### src/rtl/cash_dispenser.sv
// cash_dispenser: greedy three-cassette note planner and motor pulse sequencer.
// Defining CASH_DISPENSER_JAM_DETECT_EN adds exit-slot jam detection on note_sensed.
module cash_dispenser #(
    parameter int balance_width = 20,
    parameter int DENOM_HI      = 200,
    parameter int DENOM_MID     = 50,
    parameter int DENOM_LO      = 10,
    parameter int CNT_W         = 8,
    parameter int INIT_COUNT    = 100,
    parameter int MAX_NOTES     = 40,
    parameter int PULSE_GAP     = 3
) (
    input  logic                     clk,
    input  logic                     rst,
    input  logic                     start,
    input  logic [balance_width-1:0] amount,
    input  logic                     refill,
    input  logic                     note_sensed,
    output logic                     busy,
    output logic                     done,
    output logic                     fail,
    output logic [2:0]               note_pulse,
    output logic [CNT_W-1:0]         inv_hi,
    output logic [CNT_W-1:0]         inv_mid,
    output logic [CNT_W-1:0]         inv_lo
);

    // state    | meaning
    // IDLE     | waiting for start or refill
    // PLAN     | one greedy planning step per cycle
    // DISPENSE | one-cycle motor strobe for the highest planned note
    // GAP      | motor settle window between notes
    // DONE     | one-cycle done pulse
    // FAIL     | one-cycle fail pulse, plan discarded
    typedef enum logic [2:0] {
        S_IDLE, S_PLAN, S_DISPENSE, S_GAP, S_DONE, S_FAIL
    } state_t;

    localparam int PLAN_W = $clog2(MAX_NOTES + 1);
    localparam int GAP_W  = (PULSE_GAP > 1) ? $clog2(PULSE_GAP) : 1;

    localparam logic [balance_width-1:0] D_HI     = balance_width'(DENOM_HI);
    localparam logic [balance_width-1:0] D_MID    = balance_width'(DENOM_MID);
    localparam logic [balance_width-1:0] D_LO     = balance_width'(DENOM_LO);
    localparam logic [PLAN_W-1:0]        MAX_N    = PLAN_W'(MAX_NOTES);
    localparam logic [CNT_W-1:0]         INIT_INV = CNT_W'(INIT_COUNT);
    localparam logic [GAP_W-1:0]         GAP_LOAD = GAP_W'(PULSE_GAP - 1);

    state_t                   state, state_nxt;
    logic [balance_width-1:0] residual;
    logic [PLAN_W-1:0]        plan_hi, plan_mid, plan_lo;
    logic [PLAN_W-1:0]        total;
    logic [GAP_W-1:0]         gap_cnt;

    logic can_hi, can_mid, can_lo, over_max;
    logic step_hi, step_mid, step_lo;
    logic pick_hi, pick_mid, plan_any;
    logic jammed;

    assign total    = plan_hi + plan_mid + plan_lo;
    assign can_hi   = (residual >= D_HI)  && (32'(plan_hi)  < 32'(inv_hi));
    assign can_mid  = (residual >= D_MID) && (32'(plan_mid) < 32'(inv_mid));
    assign can_lo   = (residual >= D_LO)  && (32'(plan_lo)  < 32'(inv_lo));
    assign over_max = (total == MAX_N) && (residual != '0);

    assign step_hi  = !over_max && can_hi;
    assign step_mid = !over_max && !can_hi && can_mid;
    assign step_lo  = !over_max && !can_hi && !can_mid && can_lo;

    assign pick_hi  = (plan_hi != '0);
    assign pick_mid = !pick_hi && (plan_mid != '0);
    assign plan_any = (plan_hi != '0) || (plan_mid != '0) || (plan_lo != '0);

`ifdef CASH_DISPENSER_JAM_DETECT_EN
    // Sticky record of the exit sensor over the current GAP window.
    logic sensed_seen;

    assign jammed = !(sensed_seen || note_sensed);

    always_ff @(posedge clk) begin
        if (rst)
            sensed_seen <= 1'b0;
        else if (state == S_DISPENSE)
            sensed_seen <= 1'b0;
        else if ((state == S_GAP) && note_sensed)
            sensed_seen <= 1'b1;
    end
`else
    logic unused_note_sensed;

    assign jammed             = 1'b0;
    assign unused_note_sensed = note_sensed;
`endif

    always_ff @(posedge clk) begin
        if (rst)
            state <= S_IDLE;
        else
            state <= state_nxt;
    end

    always_comb begin
        state_nxt = state;
        case (state)
            S_IDLE:
                if (start && !refill)
                    state_nxt = S_PLAN;
            S_PLAN:
                if (over_max)
                    state_nxt = S_FAIL;
                else if (can_hi || can_mid || can_lo)
                    state_nxt = S_PLAN;
                else if ((residual == '0) && (total != '0))
                    state_nxt = S_DISPENSE;
                else
                    state_nxt = S_FAIL;
            S_DISPENSE:
                state_nxt = S_GAP;
            S_GAP:
                if (gap_cnt == '0) begin
                    if (jammed)
                        state_nxt = S_FAIL;
                    else if (plan_any)
                        state_nxt = S_DISPENSE;
                    else
                        state_nxt = S_DONE;
                end
            S_DONE:
                state_nxt = S_IDLE;
            S_FAIL:
                state_nxt = S_IDLE;
            default:
                state_nxt = S_IDLE;
        endcase
    end

    always_comb begin
        busy       = (state != S_IDLE);
        done       = (state == S_DONE);
        fail       = (state == S_FAIL);
        note_pulse = 3'b000;
        if (state == S_DISPENSE) begin
            if (pick_hi)
                note_pulse = 3'b100;
            else if (pick_mid)
                note_pulse = 3'b010;
            else
                note_pulse = 3'b001;
        end
    end

    always_ff @(posedge clk) begin
        if (rst) begin
            residual <= '0;
            plan_hi  <= '0;
            plan_mid <= '0;
            plan_lo  <= '0;
            gap_cnt  <= '0;
            inv_hi   <= INIT_INV;
            inv_mid  <= INIT_INV;
            inv_lo   <= INIT_INV;
        end else begin
            case (state)
                S_IDLE: begin
                    if (refill) begin
                        inv_hi  <= INIT_INV;
                        inv_mid <= INIT_INV;
                        inv_lo  <= INIT_INV;
                    end else if (start) begin
                        residual <= amount;
                        plan_hi  <= '0;
                        plan_mid <= '0;
                        plan_lo  <= '0;
                    end
                end
                S_PLAN: begin
                    if (step_hi) begin
                        plan_hi  <= plan_hi + PLAN_W'(1);
                        residual <= residual - D_HI;
                    end else if (step_mid) begin
                        plan_mid <= plan_mid + PLAN_W'(1);
                        residual <= residual - D_MID;
                    end else if (step_lo) begin
                        plan_lo  <= plan_lo + PLAN_W'(1);
                        residual <= residual - D_LO;
                    end
                end
                S_DISPENSE: begin
                    gap_cnt <= GAP_LOAD;
                    if (pick_hi) begin
                        plan_hi <= plan_hi - PLAN_W'(1);
                        inv_hi  <= inv_hi - CNT_W'(1);
                    end else if (pick_mid) begin
                        plan_mid <= plan_mid - PLAN_W'(1);
                        inv_mid  <= inv_mid - CNT_W'(1);
                    end else begin
                        plan_lo <= plan_lo - PLAN_W'(1);
                        inv_lo  <= inv_lo - CNT_W'(1);
                    end
                end
                S_GAP: begin
                    if (gap_cnt != '0)
                        gap_cnt <= gap_cnt - GAP_W'(1);
                end
                S_DONE: begin
                    residual <= '0;
                end
                S_FAIL: begin
                    // A jam abort arrives here with notes still planned; drop them.
                    residual <= '0;
                    plan_hi  <= '0;
                    plan_mid <= '0;
                    plan_lo  <= '0;
                end
                default: begin
                    residual <= '0;
                end
            endcase
        end
    end

endmodule

### config.mk
export PLATFORM = sky130hd
export DESIGN_NAME = cash_dispenser
export DESIGN_NICKNAME = d
export VERILOG_FILES = /design/src/rtl/cash_dispenser.sv
export SDC_FILE = /design/constraint.sdc
export NUM_CORES = 1
export LEC_CHECK = 0
export ABC_AREA = 0
export CORE_MARGIN = 2
export CORE_UTILIZATION = 46
export CTS_BUF_LIST = sky130_fd_sc_hd__clkbuf_2
export DETAILED_ROUTE_END_ITERATION = 16
export HOLD_SLACK_MARGIN = 0.06
export PLACE_DENSITY = 0.67
export SETUP_SLACK_MARGIN = 0.3
export SYNTH_ARGS = -nofsm -noshare
export SYNTH_HDL_FRONTEND = slang
export SYNTH_SLANG_ARGS = --single-unit
### constraint.sdc
create_clock -name clk -period 4.95 [get_ports clk]
set_input_delay 1.485 -clock clk [delete_from_list [all_inputs] [get_ports clk]]
set_output_delay 1.485 -clock clk [all_outputs]
set_load 0.01 [all_outputs]
==> out/metrics.cfg <==
[global_routing]
grt_util_met3 = 0.0465
grt_max_degree = 37
met2_usage = 0.430
antenna_found_initial = 0
grt_remaining_overflow = 0
use_met1 = 0.291
grt_use_total = 0.243
top_usage_layer = met2
grt_pass1_wl_microns = 24800
grt_pass1_vias = 5057

[setup_path]
worst_path_max_delay_cell = or4_1
cp-startpoint = plan_hi[1]$_SDFFE_PP0P_
r2r_start = plan_hi[1]$_SDFFE_PP0P_
r2r-end = plan_lo[0]$_SDFFE_PP0P_
path_class = reg -> out
critPathMaxFanout = 6
crit_arrival_ps = 2930
r2r_cells = 13
cp-start-kind = flop
critPathBufInv = 2
cp_cell_sequence = or4_1 > nor3_2 > nand3_1 > inv_1 > clkdlybuf4s50_1
regToRegSetupSlack_ps = 700
crit_family = simple AND/OR/NAND/NOR gates
path_depth = 5
cp-end-kind = primary output
critPathRequiredTime_ps = 3460
slowest_delay_ps = 570
endpoint = note_pulse[1]

[sta]
worst_pin_slew_ps = 793
fin_crit_sh = 0.893
timing.fmax_mhz = 226
tns_ps = 0
maxSlewViolCount = 0
setup_viol = 0
fin_hold_ws_ps = 497
slew_headroom = 0.472
rsz0062_at_grt = no
finalHoldViolations = 0
fin_crit_ps = 4420
setup_ws_ps = 531
skew_ps = 24.3

[routing]
first_pass_iters = 5
viasPerCell = 5.86
drcViolationCount = 0
route.detailed.wl_per_inst_microns = 17.1
drt-initial-drc-count = 317
totalWireLength_microns = 14900
ant_nets = 0
route.vias.total = 5100

[pwr]
ir_drop_v = 0.000135
power.static_leakage_nw = 2.50
p_per_area_nw_per_um2 = 246
p_total_mw = 1.50

[finish]
final_cells = 870
fin_area_sq_um = 6100
area_growth_syn_to_layout_pct = 15.2
most-common-layout-cells = nor2_1 (72), dfxtp_1 (67), nand2_1 (58)
diodes = 0
fin_nets = 798
fillerInstances = 1090
drive_above_1_share = 0.0646
final_util = 0.539
final_common_cell = nor2_1

[cts]
cts.sinks = 67
cts.path.max_buffers = 2
cts_root_buffer = clkbuf_2
insertion_delay_ps = 540
htree_levels = 3
clkTransAtPathRegs_ps = 200
cts_buffers = 9
cts_tree = done

[die]
dieWidth_microns = 111
initial_core_util = 0.468
std_cell_rows = 39
pin_count = 55
die_h_microns = 111
coreArea_sq_um = 11300
fp.dieArea_sq_um = 12400

[status]
status = finished clean

[placement]
pre_cts_slack_ps = 598
place.gp.congestion = 0.853
place_area_sq_um = 5960
dp.cells = 854
port-buffer-count = 53
dp_hpwl_microns = 10900

[yosys]
ys_warn_count = 0
synthCells = 677
ys_seq_elements = 67
ys_dominant_reg_cell = dfxtp_1
seq_area_frac_synth = 0.253
syn_area_sq_um = 5300
synth_edf_count = 0
ys_types = 70
synth_area_leaders = dfxtp_1 (25%), ha_1 (9.9%), xnor2_1 (6.1%)
ys_async_sr_fraction = 0
yosys.area.top_type = dfxtp_1
synth_fp_nets = 753
yosys.area.top_type_share = 0.253
avgSynthCellArea_sq_um = 7.82

[min_path]
holdCritPathClass = reg -> reg

[flow_run]
cap_viol_max_count = 0

==> layout make-up <==
type,count,area [sq um],share of cell area
sequential,67,1340,0.220
tap,143,179,0.0293
multi-input combinational,541,3690,0.606
clock inverter,6,80.1,0.0131
timing repair buffer,64,608,0.0997
inverter,39,146,0.0240
clock buffer,10,50.0,0.00821
==> cell usage after synthesis, drive strengths merged (3+ instances only) <==
library cell / count
o311ai: 3
or3: 12
a31oi: 18
a21o: 9
or4: 7
nand2b: 14
a21oi: 55
mux2i: 16
nor3: 31
a311o: 3
or2: 4
ha: 42
xor2: 9
a32oi: 4
xnor2: 37
nand4: 3
nor2b: 7
nand2: 59
a21boi: 3
dfxtp: 67
buf: 6
o21ai: 35
nor4b: 3
fa: 9
nor2: 72
and3: 6
a21bo: 3
o21bai: 3
a211oi: 9
nand3: 17
and2: 3
clkbuf: 24
nor4: 8
o22ai: 3
inv: 37
==> flip-flops by register name, indices dropped and copies added (netlist names) <==
| signal | cells |
|---|---|
| residual | 20 |
| inv_hi | 8 |
| inv_lo | 8 |
| inv_mid | 8 |
| plan_hi | 6 |
| plan_lo | 6 |
| plan_mid | 6 |
| state | 3 |
| gap_cnt | 2 |
==> worst min-delay path by stage <==
stage / cells after the start / endpoint / from / slack [ps]
finish: 2 / gap_cnt[1]$_SDFFE_PP0P_ / gap_cnt[1]$_SDFFE_PP0P_ / 500
global route: 2 / gap_cnt[1]$_SDFFE_PP0P_ / gap_cnt[1]$_SDFFE_PP0P_ / 510
CTS: 2 / gap_cnt[1]$_SDFFE_PP0P_ / gap_cnt[1]$_SDFFE_PP0P_ / 490
detailed placement: 2 / gap_cnt[1]$_SDFFE_PP0P_ / gap_cnt[1]$_SDFFE_PP0P_ / 460
global placement: 2 / gap_cnt[1]$_SDFFE_PP0P_ / gap_cnt[1]$_SDFFE_PP0P_ / 460
floorplan: 2 / gap_cnt[1]$_SDFFE_PP0P_ / gap_cnt[1]$_SDFFE_PP0P_ / 440
==> worst reg2reg max path, stage by stage, from the launching register on <==
cell	delay (ps)
dfxtp_1	450
fa_1	580
ha_1	160
inv_1	50
fa_1	460
nor3b_1	230
nand2b_1	80
mux2i_1	180
a21boi_1	560
a21bo_2	240
o21ai_0	140
a211oi_2	680
mux2i_1	280
nor2_1	50
==> per-layer routing <==
metal,wire length (microns),part of all wire
met3,675,0.045
met4,340,0.023
met5,0,0
met1,6390,0.43
met2,7470,0.50
==> logic make-up (layout without fill, tap and decap cells) <==
family,after synthesis,count (layout),synth area share
compound gates,174,174,0.215
xor+xnor,46,46,0.0761
simple gates,253,253,0.236
mux,17,17,0.0347
flops,67,67,0.253
buf+inv,69,119,0.0525
fa+ha+maj,51,51,0.133
==> timing repair <==
item	4_1_cts	5_1_grt
buffers inserted	0	0
hold buffers	0	0
gates resized for setup	1	1
endpoints found under the setup margin	1	2
==> power by group <==
part | leakage [nW] | total [mW] | internal (mW) | switching (mW)
clock | 0.0770 | 0.381 | 0.165 | 0.216
combinational | 1.87 | 0.506 | 0.214 | 0.292
sequential | 0.545 | 0.614 | 0.566 | 0.0486
total | 2.50 | 1.50 | 0.945 | 0.557
No activity file was read; power rests on OpenSTA's default activity.
==> RTL change, RTL diff (same flow settings) <==
The 6 states of `state_t` get a one-hot encoding in 6 bits.
--- a/src/rtl/cash_dispenser.sv
+++ b/src/rtl/cash_dispenser.sv
@@ -32,8 +32,8 @@
     // GAP      | motor settle window between notes
     // DONE     | one-cycle done pulse
     // FAIL     | one-cycle fail pulse, plan discarded
-    typedef enum logic [2:0] {
-        S_IDLE, S_PLAN, S_DISPENSE, S_GAP, S_DONE, S_FAIL
+    typedef enum logic [5:0] {
+        S_IDLE = 6'b000001, S_PLAN = 6'b000010, S_DISPENSE = 6'b000100, S_GAP = 6'b001000, S_DONE = 6'b010000, S_FAIL = 6'b100000
     } state_t;
 
     localparam int PLAN_W = $clog2(MAX_NOTES + 1);
Function: no difference found for any inputs over 4 cycles, from zero or initial values and one cycle with rst high; so few cycles prove little.
==> RTL change against the original RTL <==
  * Setup slack gained 0.074 ns
  * Total power grew 30%
  * Routed wire length grew 1.1%
  * Final area grew 1.6%
  * Sequential cell count grew 3
  * Area after synthesis grew 1.5%
  * Critical path depth grew 1
  * Largest cell class unchanged
==> RTL change: results (changes against the original RTL) <==
multi-input logic area=3700 um^2 (+0.30%); mux cell area share after synthesis=1.21% (-2.3 points); multi-input combinational area share=59.8% (-0.75 points); Post-Synth Adder-Cell Area=12.9% (-0.43 points); Synth Area per Inst=7.72 um^2 (-1.3%); status=completed; Clock-cell share=2.16% (+0.028 points); largest net degree at the start of global routing=32 (-14%); reg-to-reg slack, setup=0.85 ns (+0.15 ns); worst vdd ir=196 uV (+46%); inverter count=43 (+10%); reg2reg start=plan_lo[1]; placed inst area=6050 um^2 (+1.7%); Synth Area in Compound Gates=20.5% (-0.99 points); Setup crit start=state[5]; vias per cell=5.90 (+0.57%); worst skew pair latency=0.60 ns (+0.06 ns); pre-CTS WS=0.966 ns (+0.368 ns); Clock Skews=0.0479 ns (+0.0236 ns); sequential fraction of the synthesis area=26.1% (+0.74 points); internal power=1120 uW (+18%); CP arrival=2.86 ns (-0.07 ns); hold_ws=0.532 ns (+0.0352 ns); Initial DRC Count=479 (+51%); final wirelength=15000 um (+1.1%); Clock Buffer Count=9 (-1); LEAKAGE=0.00246 uW (-1.5%); FF-to-FF path depth=12 (-1); fin nets=818 (+2.5%)
## RTL change: cell count changes after synthesis, sizes merged, moves of 6 or more
cell	delta
mux2i	-11
inv	+6
nor2	+12
a21oi	+15
a31oi	-12
nor3	+9
o21ai	-7
nand3	+9
## RTL change: power by group through the flow
stage	combinational [uW]	sequential, uW	clock (uW)
global route	956	719	414
detailed placement	847	716	0
CTS	851	704	394
global placement	823	712	0
finish	864	708	384
floorplan	638	682	0
## RTL change: worst max-delay path: stages, from the launching register on
cell and delay (ns):
dfxtp_1 0.38, nor4_1 0.36, nand3b_1 0.43, inv_1 0.19, nand2_1 0.08, a21oi_1 0.24, clkdlybuf4s50_1 0.59
## RTL change: per-layer routing
layer / GRT usage [%] / wire (um) / share of wire [%] / vias up
li1: - / - / - / 2599
met4: 8.54 / 255 / 1.7 / 0
met5: 0 / 0 / 0 / -
met3: 5.67 / 1100 / 7.3 / 23
met2: 38.3 / 6790 / 45 / 181
met1: 34.6 / 6900 / 46 / 2450
